File: config.mk
export PLATFORM = sky130hd
export DESIGN_NAME = rep_pol_ctr
export DESIGN_NICKNAME = d
export VERILOG_FILES = /design/src/rtl/rep_pol_ctr.sv
export SDC_FILE = /design/constraint.sdc
export NUM_CORES = 2
export LEC_CHECK = 0
export CAP_MARGIN = 40
export CORE_MARGIN = 2
export CORE_UTILIZATION = 60
export DETAILED_ROUTE_END_ITERATION = 7
export PLACE_DENSITY_LB_ADDON = 0.15
export SYNTH_ARGS = -nofsm -noshare
export SYNTH_HDL_FRONTEND = slang
export SYNTH_SLANG_ARGS = --single-unit
File: constraint.sdc
create_clock -name clk -period 18 [get_ports clk]
set_clock_uncertainty 0.05 [all_clocks]
set_input_delay 2.7 -clock clk [delete_from_list [all_inputs] [get_ports clk]]
set_output_delay 2.7 -clock clk [all_outputs]
set_load 0.02 [all_outputs]
File: src/rtl/rep_pol_ctr.sv
// Per-set, per-way usage counters feeding the replacement-policy comparator.
// Counts hits/fills, serves registered lookups with write bypass, and runs a set-by-set flush sweep.
module rep_pol_ctr #(
  parameter int NUM_SETS = 16,
  parameter int SET_W    = $clog2(NUM_SETS),
  parameter int CTR_W    = 32,
  parameter int FILL_VAL = 1
) (
  input  logic             clk,
  input  logic             rst,
  input  logic             acc_valid,
  input  logic [SET_W-1:0] acc_set,
  input  logic [1:0]       acc_way,
  input  logic             acc_fill,
  input  logic             lkp_valid,
  input  logic [SET_W-1:0] lkp_set,
  input  logic             flush,
  output logic [31:0]      line_0,
  output logic [31:0]      line_1,
  output logic [31:0]      line_2,
  output logic [31:0]      line_3,
  output logic             out_valid,
  output logic             busy,
  output logic [0:0]       dbg_state
);

  localparam logic [0:0] ST_IDLE  = 1'b0;
  localparam logic [0:0] ST_FLUSH = 1'b1;

  localparam logic [CTR_W-1:0] MAX     = '1;
  localparam logic [CTR_W-1:0] AGE_VAL = (MAX >> 1) + 1'b1;
  localparam logic [CTR_W-1:0] FILL_V  = CTR_W'(FILL_VAL);

  logic [0:0]             r_state;
  logic [SET_W-1:0]       r_idx;
  logic [3:0][CTR_W-1:0]  r_ctr [NUM_SETS];

  logic [3:0][CTR_W-1:0]  w_cur_row;
  logic [3:0][CTR_W-1:0]  w_new_row;
  logic [3:0][CTR_W-1:0]  w_lkp_row;
  logic                   w_accept;
  logic                   w_acc_en;
  logic                   w_lkp_en;

  // Next value of the accessed set's row: fill load, saturating-free increment, or aging halve.
  always_comb begin
    w_cur_row = r_ctr[acc_set];
    w_new_row = w_cur_row;
    if (acc_fill) begin
      w_new_row[acc_way] = FILL_V;
    end else if (w_cur_row[acc_way] == MAX) begin
      for (int k = 0; k < 4; k++) begin
        w_new_row[k] = w_cur_row[k] >> 1;
      end
      w_new_row[acc_way] = AGE_VAL;
    end else begin
      w_new_row[acc_way] = w_cur_row[acc_way] + 1'b1;
    end
  end

  // A flush request in IDLE wins over any same-cycle access or lookup.
  assign w_accept  = (r_state == ST_IDLE) && !flush;
  assign w_acc_en  = w_accept && acc_valid;
  assign w_lkp_en  = w_accept && lkp_valid;
  assign w_lkp_row = (w_acc_en && (acc_set == lkp_set)) ? w_new_row : r_ctr[lkp_set];

  assign busy      = (r_state == ST_FLUSH);
  assign dbg_state = r_state;

  always_ff @(posedge clk) begin
    if (rst) begin
      r_state   <= ST_IDLE;
      r_idx     <= '0;
      out_valid <= 1'b0;
      line_0    <= '0;
      line_1    <= '0;
      line_2    <= '0;
      line_3    <= '0;
      for (int s = 0; s < NUM_SETS; s++) begin
        r_ctr[s] <= '0;
      end
    end else begin
      out_valid <= w_lkp_en;
      if (w_lkp_en) begin
        line_0 <= 32'(w_lkp_row[0]);
        line_1 <= 32'(w_lkp_row[1]);
        line_2 <= 32'(w_lkp_row[2]);
        line_3 <= 32'(w_lkp_row[3]);
      end
      case (r_state)
        ST_IDLE: begin
          if (flush) begin
            r_state <= ST_FLUSH;
            r_idx   <= '0;
          end else if (w_acc_en) begin
            r_ctr[acc_set] <= w_new_row;
          end
        end
        default: begin
          r_ctr[r_idx] <= '0;
          r_idx        <= r_idx + 1'b1;
          if (r_idx == SET_W'(NUM_SETS - 1)) begin
            r_state <= ST_IDLE;
          end
        end
      endcase
    end
  end

endmodule

==> out/qor.txt <==
IO buf count = 146
Fraction of the mapped netlist area in simple logic gates = 10.4%
Post-route ant nets = 0
Layout area overhead = 10.6%
Worst-skew pair later-pin latency = 0.92 ns
Cells after synthesis = 8,064
Worst slack, placed = 7.53 ns
Post-route setup slack = 7.91 ns
CTS Buf Count = 223
Syn Area/Cell = 14.2 sq um
Failing checks = design-rule violations
Fmax = 99.1 MHz
CP cell instances = buf_8, buf_4, buf_4, mux4_2, nand2_1, a41oi_1, nor4_1, buf_4, or4_1, nor2_1, nand4_1, buf_4, nor2_4, buf_4, nor2_1, a221oi_2, buf_4, nor2_1
CP Max Fanout = 68
Total gr overflow = 0
H-Tree Depth = 4
Max-Cap Viols = 0
Mapped Nets = 8,082
Largest net degree at the start of global routing = 140
Placed standard-cell area = 119,000 sq um
Nets = 7,969
Post-synth EDFFs = 2,048
Drt drc = 1
Routed WL = 458,000 um
Starting DRT DRC Count = 17,000
# fillers = 13,200
Most frequent cells in the layout = nor2_1 (2,122), edfxtp_1 (2,048), mux4_2 (1,092), nand2_1 (326), buf_4 (261)
Routed vias/inst = 7.98
Setup bufs post-CTS = 0
FFs w/ async S/R, synth = 0%
I/O pin total = 147
Maximum root-to-sink buffer count = 3
Clock Sinks = 2,182
Sequential share of the synthesized area = 56.2%
Synth Cell Area = 114,000 sq um
Synth Register Bits = 2,182
Wirelength per Cell = 42.9 um
Synth cell types = 120
Hold Crit Class = flip-flop to flip-flop
Post-synthesis mux area share = 23.7%
Peak VDD IR = 0.100 mV
Vias in the first global route = 82,600
Unrepaired setup endpoints after global routing = false
Post-Synth Adder-Cell Area = 0.0219%
Relative slew slack = 20.9%
Most common cell after layout, fill and taps aside = nor2_1
Power Dens Cells = 99.1 nW/um^2
Vias = 85,200
Synth Area in XOR/XNOR = 0.220%
Fraction of layout instances using a drive strength above 1 = 24.4%
Root Driver = clkbuf_16
CORE AREA = 190,000 sq um
Startpoint Class = input pin
Hold buffers post-CTS = 0
Fin crit share = 56.1%
Reg clk slew, reported paths = 0.06 ns
CTS tree = built
Worst Setup Path Type = input pin to flip-flop
Post-layout min period = 10.09 ns
Utilization after layout = 66.6%
Total iterations of the first detailed-routing run = 8
Final Setup Violations = 0
Combinational family with the most area after synthesis = multiplexers
Status = complete, but fails checks
Synth Flop Type = edfxtp_1
Lkg Pwr = 0.0431 uW
Design area = 126,000 sq um
Final TNS setup = 0 ns
Finished Layout Cells = 10,700
Initial Util = 60.2%
Die width = 440 um
Global-route wire length before repair = 633,000 um
Most used cell along the critical path = buf_4
CTS-repair resized insts = 0
Largest stage delay, worst path = 0.77 ns
Initial antenna violation count = 23
Hold Vio Cnt, Final = 0
Worst path required time = 18.56 ns
Worst EP arrival = 10.65 ns
Die height = 440 um
Placed insts = 10,200
RePlAce Congestion = 1.04
Max-slew violations = 0
Total number of yosys warnings = 0
Die area = 194,000 sq um
Gr usage total = 47.4%
Worst Setup End Kind = flip-flop
CP max-delay cell = buf_4
Hpwl dp = 271,000 um
FP Rows = 160
Slew @ Worst Pin = 1.18 ns
Compound-cell area share of the yosys netlist = 5.84%
## worst max-delay path: cells and delay by family
kind	cells	cell delay [ns]
AO/OA/AOI/OAI	2	1.49
buffers and inverters	7	3.56
multiplexers	1	0.35
AND/OR/NAND/NOR	8	2.37
## registers in the layout, summed over array words and instances, names as in the netlist
name,count
r_idx,4
line_1,32
line_0,32
busy,1
r_ctr,2048
line_3,32
out_valid,1
line_2,32
## path summary, 6_finish.rpt
path                         startpoint                          to  slack [ns]  depth (start not counted)
max                          acc_set[1]  r_ctr[5][75]$_SDFFCE_PN0P_        7.91                         18
min             line_2[14]$_SDFFE_PP0P_     line_2[14]$_SDFFE_PP0P_        0.42                          2
max reg2reg  r_ctr[4][41]$_SDFFCE_PN0P_  r_ctr[5][75]$_SDFFCE_PN0P_       11.42                         16
min reg2reg     line_2[14]$_SDFFE_PP0P_     line_2[14]$_SDFFE_PP0P_        0.42                          2
## cells by family (layout without fill, tap and decap cells)
kind of cell | after synthesis | after routing
muxes | 1259 | 1259
AOI/OAI and AO/OA | 880 | 880
DFF | 2182 | 2182
buffers and inverters | 842 | 926
other | 0 | 16
xor gates and xnor gates | 27 | 27
adders and majority gates | 2 | 2
and+or+nand+nor | 2872 | 2872
## metal layers
| metal | GRT usage [%] | part of all wire, % | vias to the layer above |
|---|---|---|---|
| met3 | 16.6 | 17 | 2263 |
| met4 | 33.9 | 9.3 | 24 |
| met5 | 0 | 0.044 | - |
| met1 | 60.1 | 31 | 42500 |
| met2 | 68.2 | 43 | 9202 |
| li1 | - | - | 31200 |
## synthesized netlist by cell type, types with 12 or more instances
cell	number	share of area [%]
a21o_1	13	0.085
a21oi_1	110	0.48
a221o_1	15	0.13
a221oi_1	14	0.11
a22o_1	36	0.28
a22oi_1	138	0.91
a31oi_1	13	0.071
a32oi_1	115	0.88
a41oi_1	34	0.26
and2_1	23	0.13
and3_1	24	0.13
buf_1	59	0.19
buf_2	160	0.70
buf_4	75	0.49
buf_6	49	0.48
clkbuf_1	461	1.5
dfxtp_1	134	2.3
edfxtp_1	2048	54
mux2_2	14	0.14
mux2i_1	104	0.91
mux4_1	42	0.97
mux4_2	1092	22
nand2_1	347	1.1
nand2b_1	28	0.15
nand3_1	83	0.36
nand4_1	21	0.11
nor2_1	2128	7.0
nor2b_1	47	0.26
nor3_1	53	0.23
nor4_1	25	0.14
o211ai_1	35	0.23
o21ai_0	157	0.69
o21ai_1	15	0.066
o22ai_1	19	0.10
o31ai_1	12	0.079
or3_1	13	0.071
or4_1	16	0.11
xnor2_1	19	0.15
## power breakdown
part           total, uW  switching [uW]  internal (uW)
clock               4840            2090           2750
combinational       1810            1200            616
sequential          5870             121           5750
## stage by stage
step                total power, uW  hold WS (ns)
global placement               7610         0.397
detailed placement             7680         0.409
floorplan                      7010         0.467
finish                        12500         0.419
global route                  12700         0.456
CTS                           12400         0.423
## layout make-up
cell class / instances / area, sq um / share of cell area, %
inverters: 13 / 53.8 / 0.0426
clock buffers: 294 / 6040 / 4.78
clock inverters: 128 / 1490 / 1.18
well taps: 2511 / 3140 / 2.49
flip-flops and latches: 2182 / 64200 / 50.8
repair buffers: 491 / 5060 / 4.00
diodes: 16 / 40.0 / 0.0317
multi-input cells: 5040 / 46400 / 36.7
(Power assumes the default switching activity.)
